`src/rtl/posit_add_align.sv`:
```
// Posit (ES=2) adder front end: orders an operand pair by magnitude, then
// right-aligns the smaller mantissa to the larger scale with a sticky bit.
module posit_add_align #(
    parameter int unsigned GUARD_BITS = 3,
    localparam int unsigned FW = 27,
    localparam int unsigned PW = 38,
    localparam int unsigned MW = 1 + FW + GUARD_BITS
) (
    input  logic          clk,
    input  logic          reset_n,
    input  logic          in_valid,
    output logic          in_ready,
    input  logic [PW-1:0] in_a,
    input  logic [PW-1:0] in_b,
    output logic          out_valid,
    input  logic          out_ready,
    output logic          out_sgn_lg,
    output logic          out_sgn_sm,
    output logic [7:0]    out_scale,
    output logic [MW-1:0] out_mant_lg,
    output logic [MW-1:0] out_mant_sm,
    output logic          out_sub,
    output logic          out_inf,
    output logic          out_zero
);

    typedef struct packed {
        logic          sgn;
        logic [7:0]    scale;
        logic [FW-1:0] frac;
        logic          inf;
        logic          zero;
    } posit_t;

    posit_t        a, b, lg, sm;
    logic [MW-1:0] mant_a, mant_b, mant_lg_c, mant_sm_c;
    logic          a_larger, is_inf, is_zero, kill;
    logic [8:0]    diff_c;

    logic          s1_valid, s2_load, s1_load;
    logic          s1_sgn_lg, s1_sgn_sm, s1_inf, s1_zero;
    logic [7:0]    s1_scale;
    logic [8:0]    s1_diff;
    logic [MW-1:0] s1_mant_lg, s1_mant_sm;

    logic [MW-1:0] shifted, mask, mant_sm_al;
    logic          sticky;

    assign a = in_a;
    assign b = in_b;

    assign s2_load  = ~out_valid | out_ready;
    assign s1_load  = ~s1_valid | s2_load;
    assign in_ready = s1_load;

    // Stage 1: build mantissas, pick larger magnitude, form 9-bit scale difference
    always_comb begin
        mant_a   = a.zero ? '0 : {1'b1, a.frac, {GUARD_BITS{1'b0}}};
        mant_b   = b.zero ? '0 : {1'b1, b.frac, {GUARD_BITS{1'b0}}};
        a_larger = 1'b1;
        if (a.zero != b.zero)
            a_larger = b.zero;
        else if (a.scale != b.scale)
            a_larger = $signed(a.scale) > $signed(b.scale);
        else
            a_larger = mant_a >= mant_b;
        lg        = a_larger ? a : b;
        sm        = a_larger ? b : a;
        mant_lg_c = a_larger ? mant_a : mant_b;
        mant_sm_c = a_larger ? mant_b : mant_a;
        diff_c    = {lg.scale[7], lg.scale} - {sm.scale[7], sm.scale};
        is_inf    = a.inf | b.inf;
        is_zero   = a.zero & b.zero & ~is_inf;
        kill      = is_inf | is_zero;
    end

    always_ff @(posedge clk or negedge reset_n) begin
        if (!reset_n) begin
            s1_valid   <= 1'b0;
            s1_sgn_lg  <= 1'b0;
            s1_sgn_sm  <= 1'b0;
            s1_scale   <= '0;
            s1_diff    <= '0;
            s1_mant_lg <= '0;
            s1_mant_sm <= '0;
            s1_inf     <= 1'b0;
            s1_zero    <= 1'b0;
        end else if (s1_load) begin
            s1_valid <= in_valid;
            if (in_valid) begin
                s1_sgn_lg  <= kill ? 1'b0 : lg.sgn;
                s1_sgn_sm  <= kill ? 1'b0 : sm.sgn;
                s1_scale   <= kill ? '0 : lg.scale;
                s1_diff    <= kill ? '0 : diff_c;
                s1_mant_lg <= kill ? '0 : mant_lg_c;
                s1_mant_sm <= kill ? '0 : mant_sm_c;
                s1_inf     <= is_inf;
                s1_zero    <= is_zero;
            end
        end
    end

    // Stage 2: right shift with sticky; a negative difference only arises with a zero mantissa
    always_comb begin
        shifted = '0;
        mask    = '0;
        sticky  = 1'b0;
        if (s1_diff >= 9'(MW)) begin
            sticky = |s1_mant_sm;
        end else begin
            shifted = s1_mant_sm >> s1_diff;
            mask    = ~({MW{1'b1}} << s1_diff);
            sticky  = |(s1_mant_sm & mask);
        end
        mant_sm_al = shifted | MW'(sticky);
    end

    always_ff @(posedge clk or negedge reset_n) begin
        if (!reset_n) begin
            out_valid   <= 1'b0;
            out_sgn_lg  <= 1'b0;
            out_sgn_sm  <= 1'b0;
            out_scale   <= '0;
            out_mant_lg <= '0;
            out_mant_sm <= '0;
            out_sub     <= 1'b0;
            out_inf     <= 1'b0;
            out_zero    <= 1'b0;
        end else if (s2_load) begin
            out_valid <= s1_valid;
            if (s1_valid) begin
                out_sgn_lg  <= s1_sgn_lg;
                out_sgn_sm  <= s1_sgn_sm;
                out_scale   <= s1_scale;
                out_mant_lg <= s1_mant_lg;
                out_mant_sm <= mant_sm_al;
                out_sub     <= s1_sgn_lg ^ s1_sgn_sm;
                out_inf     <= s1_inf;
                out_zero    <= s1_zero;
            end
        end
    end

endmodule

```
`config.mk`:
```
export PLATFORM = sky130hd
export DESIGN_NAME = posit_add_align
export DESIGN_NICKNAME = d
export VERILOG_FILES = /design/src/rtl/posit_add_align.sv
export SDC_FILE = /design/constraint.sdc
export NUM_CORES = 1
export LEC_CHECK = 0
export CORE_ASPECT_RATIO = 1.1
export CORE_MARGIN = 2
export CORE_UTILIZATION = 30
export DETAILED_ROUTE_END_ITERATION = 10
export GPL_ROUTABILITY_DRIVEN = 0
export PLACE_DENSITY = 0.61
export SYNTH_ARGS = -nofsm -noshare
export SYNTH_HDL_FRONTEND = slang
export SYNTH_SLANG_ARGS = --single-unit
```
`constraint.sdc`:
```
create_clock -name clk -period 2.3 [get_ports clk]
set_input_delay 0.46 -clock clk [delete_from_list [all_inputs] [get_ports clk]]
set_output_delay 0.46 -clock clk [all_outputs]
set_load 0.02 [all_outputs]
```
After elaboration in Yosys (flattened, before gate mapping)
Cells that the tools add are included.
{ "op_classes": {"addsub": 1, "eq_ne": 2, "reduce_logical": 4, "n_shift": 2, "bitwise": 13, "n_mux": 16, "div_mod_pow": 0, "n_mul": 0, "n_lt_le_gt_ge": 3} }
{ "op_table": {"columns": ["operator", "count"], "rows": [
  ["31-bit two-way mux", 7],
  ["38-bit two-way mux", 2],
  ["31-bit OR reduction", 2],
  ["31-bit AND", 1],
  ["31-bit >= comparator", 1],
  ["31-bit inverter", 1],
  ["31-bit by 1-bit bitwise OR with 31-bit output", 1],
  ["31-bit by 9-bit << shifter with 31-bit output, first input constant", 1],
  ["31-bit by 9-bit right shift with 31-bit output", 1],
  ["9-bit by 5-bit >= comparator with 1-bit output, second input constant", 1],
  ["9-bit two-way mux", 1],
  ["8-bit by 8-bit subtractor with 9-bit output", 1],
  ["8-bit > comparator", 1],
  ["8-bit two-way mux", 1],
  ["8-bit != test", 1],
  ["1-bit two-way mux", 5],
  ["1-bit bitwise OR", 4],
  ["2-bit AND reduction", 2],
  ["1-bit inverter", 3],
  ["1-bit AND", 2],
  ["1-bit != test", 1],
  ["1-bit bitwise XOR", 1]
]} }
{ "word_totals": {"memories": 0, "latch_bits": 0, "out_inout_bits": 77, "ram_bits": 0, "register_bits": 160, "inputBits": 80, "elab_cells": 59, "rom_bits": 0} }

Depth between registers and ports, before layout
Gate-level depths: netlist of the first run.
{ "logic_depth": {"ltp_word": 7, "mapped_depth": 21, "depth_no_buf": 16} }

Worst setup path before layout of the first run
No wires, ideal clock.
{ "synth_timing": {"path_kind": "input-to-reg", "from": "in in_b[0]", "to": "reg s1_diff[6]", "n_path_buf": 5, "cell_stages": 20, "arrival_time_ns": 4.298, "required_time_ns": 2.178, "setup_ns": 0.122, "slack_ns": -2.119, "path_cell_list": "clkinv_1 clkbuf_1 nand2_1 ha_1 nand4_1 a2111oi_1 nor4_4 o221ai_2 buf_6 buf_4 buf_2 buf_1 mux2i_1 ha_1 nand2_1 o21ai_0 o41ai_4 a21oi_1 or3_1 a32o_1"} }
{ "synth_between": {"elab_chain_len": 7, "elab_cells_between_ends": 12, "cone_classes": "add/sub: 1; order compare: 1; eq/ne: 1; mux: 6; bitwise: 3"} }
{ "synth_lines": {"columns": ["element", "line_no", "source"], "rows": [
  ["from (decl)", "14", "input logic [PW-1:0] in_b,"],
  ["31-bit two-way mux", "59", "mant_b = b.zero ? '0 : {1'b1, b.frac, {GUARD_BITS{1'b0}}};"],
  ["31-bit >= comparator", "66", "a_larger = mant_a >= mant_b;"],
  ["1-bit two-way mux", "63", "else if (a.scale != b.scale)"],
  ["1-bit two-way mux", "61", "if (a.zero != b.zero)"],
  ["38-bit two-way mux, on equally long branches", "67, 68", null],
  ["8-bit by 8-bit subtractor with 9-bit output", "71", "diff_c = {lg.scale[7], lg.scale} - {sm.scale[7], sm.scale};"],
  ["9-bit two-way mux *", "94", "s1_diff <= kill ? '0 : diff_c;"],
  ["to (signal assigned)", "94", null],
  ["to (decl)", "43", "logic [8:0] s1_diff;"]
]} }
Mark *: on every way between the ends. The rest lies on a longest branch, timed or not.
A chain may end at the register's enable or synchronous reset.

Worst setup path after layout of the first run
{ "layout_timing": {"from": "in in_a[20]", "to": "reg s1_diff[6]"} }
{ "layout_between": {"elab_chain_len": 7, "elab_cells_between_ends": 8, "cone_classes": "add/sub: 1; order compare: 1; mux: 6"} }
{ "layout_lines": {"columns": ["element", "line_no", "source"], "rows": [
  ["from (decl)", "13", "input logic [PW-1:0] in_a,"],
  ["31-bit two-way mux *", "58", "mant_a = a.zero ? '0 : {1'b1, a.frac, {GUARD_BITS{1'b0}}};"],
  ["31-bit >= comparator *", "66", null],
  ["1-bit two-way mux *", "63", null],
  ["1-bit two-way mux *", "61", null],
  ["38-bit two-way mux, on equally long branches", "67, 68", null],
  ["8-bit by 8-bit subtractor with 9-bit output *", "71", null],
  ["9-bit two-way mux *", "94", null]
]} }
Marks and branches as above.

==> results by stage, run 1 <==
Finish:
- The number of nets in the layout is 1638.
- The number of antenna diodes in the final layout is 0.
- In the final layout, the share of cells above drive strength 1 is 39.4%.
- The area of all sequential standard cells is 3780 sq um.
- The multi-input combinational cells in the finished layout cover a total of 6630 sq um.
- The cell area after layout is 16000 sq um.
- Once layout is complete, the utilization of the core stands at 51.1%.
- The area growth from synthesis to layout is 68.4%.
- Fill cells in the final layout number 2744.

Placed design:
- The wire-length estimate of the detail-placed layout is 23.1 mm.
- Summing all placed instances gives a cell area of 13000 sq um.
- Timing analysis after detailed placement gives a worst setup slack of -2.07 ns.
- The number of buffer cells added on primary ports is 153.

Critical path:
- The worst-path cell with the longest stage delay is sky130_fd_sc_hd__clkdlybuf4s50_1.
- By startpoint and endpoint, the worst setup path is classified as primary input to flip-flop.
- In this design, the largest share of critical-path delay is due to compound AO/OA/AOI/OAI gates.
- The peak fanout along the critical path is 4.
- The startpoint class of the critical path is a primary input.
- The stage delay of the slowest cell on the critical path is 0.42 ns.
- STA classifies the critical path endpoint as a flip-flop.
- The endpoint required time on the critical path is 2.62 ns.
- The critical path goes through clkdlybuf4s50_1, nor2b_2, ha_1, nand2_2, nor4_4, nand2_1, a21o_1, o221ai_4, buf_4, buf_16, nor2_1, o41ai_4, a21oi_1, or3_1, a32o_1.
- The critical path buffer and inverter count is 3.
- The data arrival at the endpoint of the critical path is 3.79 ns.

GRT:
- The number of global-route vias before repair came to 10400.
- Entering global routing, the biggest net connects 47 pins.
- The first global-routing pass estimated 56.5 mm of wire.
- The global routing usage summed across all routing layers is 21.5%.
- Summed over all layers, the global routing overflow is 0.
- The number of antenna violations at the first check in global routing is 0.

Run status:
- The flow ran to the end, but the final reports show violations.
- The final reports fail on negative setup slack.

Routing:
- The count of nets left with antenna violations once routing finished came out at 0.
- The count of TritonRoute iterations in the first routing pass is 6.
- After detailed routing, the average wire length per cell comes to 19.4 um.
- The vias after detailed routing is 10400.
- The routed via count divided by cell count is 5.34.
- In the routed design, unresolved DRC markers number 0.
- Summed over all layers, the routed wires come to 37.8 mm.
- The initial DRC count is 814.

Floorplanning:
- The floorplan step defined a die boundary enclosing 33100 sq um.
- The initialized floorplan defines 68 standard-cell rows.
- 157 I/O pins were placed.
- The total core area is 31300 sq um.
- The floorplan die width is 174 um.
- The die extent in y is 191 um.
- The initial cell density of the core is 30.3%.

Timing:
- The final max-slew violation count is 0.
- After layout, the minimum clock period comes to 3.48 ns.
- At the pin with the least slew margin, the transition time is 0.510 ns.
- Setup repair after global routing could not meet its margin everywhere.
- The final count of negative-setup-slack endpoints is 73.
- For the final database, setup skew stands at 0.0119 ns.
- Derived from the worst setup path, the maximum achievable clock frequency is 287 MHz.
- The aggregate negative setup slack is -49.04 ns.
- On the final layout, the worst hold slack is 0.464 ns.
- The number of hold violations in the final report is 0.
- The share of the cycle needed by the critical path after routing is 151%.
- The worst slew margin relative to its limit is 66.0%.
- The final critical-path setup slack is -1.18 ns.

Logic synthesis:
- By area the synthesized netlist is led by sky130_fd_sc_hd__dfrtp_1 (40%), sky130_fd_sc_hd__nand2_1 (7.6%), sky130_fd_sc_hd__o21ai_0 (7.1%), sky130_fd_sc_hd__mux2_2 (6.2%), sky130_fd_sc_hd__ha_1 (5.1%).
- In this run the cell area of the synthesized design comes to 9500 sq um.
- Each instance of the synthesized netlist takes up on average 8.52 sq um.
- The share of the synthesized area in the top cell type is 39.8%.
- The async set-or-reset flop fraction in the synthesized netlist is 100%.
- In the synthesized netlist, the number of instances is 1114.
- The number of register bits inferred by synthesis is 151.
- Yosys printed 0 warnings.
- The post-synthesis sequential area ratio is 39.8%.
- The number of synthesized flops with an enable pin is 0.
- The largest total area in the synthesized netlist belongs to sky130_fd_sc_hd__dfrtp_1.
- In the synthesized netlist the dominant register cell turns out to be sky130_fd_sc_hd__dfrtp_1.
- In the synthesized netlist, the cells that appear most often are sky130_fd_sc_hd__nand2_1 (191), sky130_fd_sc_hd__dfrtp_1 (151), sky130_fd_sc_hd__o21ai_0 (134).
- The cell with the most instances after synthesis is sky130_fd_sc_hd__nand2_1.
- The distinct cell type count after synthesis is 69.

Clock network:
- The root buffer cell is sky130_fd_sc_hd__clkbuf_16.
- TritonCTS built the clock tree.
- The clock passes through at most 2 buffers.
- The total number of H-tree levels is 4.
- At the later pin of the worst-skew pair, clock insertion delay measures 0.43 ns.
- The number of CTS-inserted buffers is 17.
- Clock-pin slew was measured on the worst setup and hold paths at 0.06 ns.
- The count of clock tree sinks is 151.

Power:
- The maximum vdd ir drop is 0.000369 V.
- The static leakage power is 7.22 nW.
- In this run the power density over the cells is 621 nW/um^2.

Worst hold path:
- The path type of the worst min-delay path is primary input to flip-flop.

Job:
- Across the run, the number of max-cap violations was 0.
==> cell type report <==
cell class	count	share of cell area, %
clock buffer	18	2.68
clock inverter	14	1.16
inverter	16	0.501
multi-input combinational	871	41.5
sequential	151	23.7
tap	420	3.29
timing repair buffer	462	27.2
==> flip-flops by register name, summed over array words and instances (netlist names) <==
register     count
s1_scale         8
out_mant_sm     31
s1_inf           1
s1_mant_sm      28
out_zero         1
out_inf          1
out_mant_lg     28
s1_mant_lg      28
out_sub          1
out_sgn_sm       1
out_valid        1
out_sgn_lg       1
s1_zero          1
s1_valid         1
s1_diff          9
s1_sgn_lg        1
out_scale        8
s1_sgn_sm        1
==> worst register-to-register path: stages, from the launching register on <==
cell and delay [ns]:
sky130_fd_sc_hd__dfrtp_1 0.38, sky130_fd_sc_hd__or3_4 0.44, sky130_fd_sc_hd__buf_4 0.16, sky130_fd_sc_hd__or3_4 0.39, sky130_fd_sc_hd__o21ai_1 0.19, sky130_fd_sc_hd__mux2i_1 0.17
sky130_fd_sc_hd__a211oi_2 0.33, sky130_fd_sc_hd__o32ai_4 0.16, sky130_fd_sc_hd__o21ai_1 0.13
==> path summary, 6_finish.rpt <==
path	slack [ns]	to	start	depth (start not counted)
max in group asynchronous	1.12	s1_mant_lg[25]	reset_n	3
max reg2reg	-0.11	out_mant_sm[0]	s1_diff[7]	8
min	0.46	s1_scale[0]	in_b[29]	3
max	-1.18	s1_diff[6]	in_a[20]	15
min reg2reg	0.47	out_mant_sm[2]	out_mant_sm[2]	1
min in group asynchronous	0.55	s1_diff[3]	reset_n	2
==> metrics by stage <==
step	total power, mW	std cells
after global placement	5.96	1813
after global routing	10.4	1952
after CTS	9.58	1951
after floorplan	4.64	1116
after detailed placement	6.00	1813
final	9.94	1952
==> repair_timing <==
| item | CTS | global route |
|---|---|---|
| pin swaps | 57 | 40 |
| hold buffers | 1 | 0 |
| setup buffers | 100 | 14 |
| endpoints found under the setup margin | 81 | 87 |
| endpoints found under the hold margin | 34 | 0 |
| cloned | 9 | 5 |
| resized for setup | 269 | 129 |
==> cell families (layout without fill, tap and decap cells) <==
logic type               Yosys count  count (layout)  synth area share (%)
buffers and inverters             94             510                  4.07
AO/OA/AOI/OAI                    323             323                  20.3
XOR/XNOR                           4               4                 0.369
multiplexers                     101             101                  11.4
other                              1               3                0.0395
AND/OR/NAND/NOR                  401             401                  18.9
flip-flops                       151             151                  39.8
adder cells (fa/ha/maj)           39              39                  5.14
==> cells in the final DEF (no fill, tap or decap), types with 6 or more instances in the layout <==
master,Yosys,routed
sky130_fd_sc_hd__a21oi_1,95,55
sky130_fd_sc_hd__mux2i_1,48,42
sky130_fd_sc_hd__mux2_2,52,50
sky130_fd_sc_hd__dfrtp_1,151,149
sky130_fd_sc_hd__nor2_2,0,11
sky130_fd_sc_hd__a22o_1,10,10
sky130_fd_sc_hd__o21ai_1,2,57
sky130_fd_sc_hd__buf_16,0,6
sky130_fd_sc_hd__buf_12,0,19
sky130_fd_sc_hd__dlygate4sd2_1,0,50
sky130_fd_sc_hd__nor4_1,10,9
sky130_fd_sc_hd__o211ai_1,8,8
sky130_fd_sc_hd__clkbuf_16,0,22
sky130_fd_sc_hd__nand2_4,0,10
sky130_fd_sc_hd__nand3_1,15,14
sky130_fd_sc_hd__inv_2,1,6
sky130_fd_sc_hd__o21ai_2,1,11
sky130_fd_sc_hd__nor3_1,12,10
sky130_fd_sc_hd__clkdlybuf4s50_1,0,95
sky130_fd_sc_hd__nor2_4,0,14
sky130_fd_sc_hd__ha_4,0,25
sky130_fd_sc_hd__o21ai_0,134,68
sky130_fd_sc_hd__nor2b_1,33,8
sky130_fd_sc_hd__nand2_2,0,19
sky130_fd_sc_hd__nand2_1,191,161
sky130_fd_sc_hd__buf_6,1,16
sky130_fd_sc_hd__a21oi_4,0,11
sky130_fd_sc_hd__a21o_1,15,15
sky130_fd_sc_hd__nand4_1,6,6
sky130_fd_sc_hd__nor2_1,101,76
sky130_fd_sc_hd__a31oi_1,7,7
sky130_fd_sc_hd__buf_4,6,262
sky130_fd_sc_hd__nor2b_4,0,21
sky130_fd_sc_hd__ha_1,39,13
sky130_fd_sc_hd__inv_1,13,7
sky130_fd_sc_hd__a21oi_2,1,30
==> power breakdown <==
group          internal (mW)  switching (mW)  total [mW]
combinational           1.87            2.03        3.90
clock                   1.74            1.23        2.97
sequential              2.88           0.177        3.06
total                   6.49            3.45        9.94
==> routing by layer <==
layer | track usage (%) | up-vias | part of all wire, %
met5 | 0 | - | 0
met4 | 8.66 | 0 | 4.0
met3 | 3.77 | 115 | 5.4
met2 | 36.4 | 480 | 48
met1 | 27.3 | 5064 | 43
li1 | - | 4764 | -
Note: power is estimated with default switching activity, not from simulation.
==> run 2, diff against run 1 <==
Settings changed: CTS_CLUSTER_SIZE set to 28.
==> results of run 2 <==
The final DEF is identical to that of run 1; final timing and power are the same.
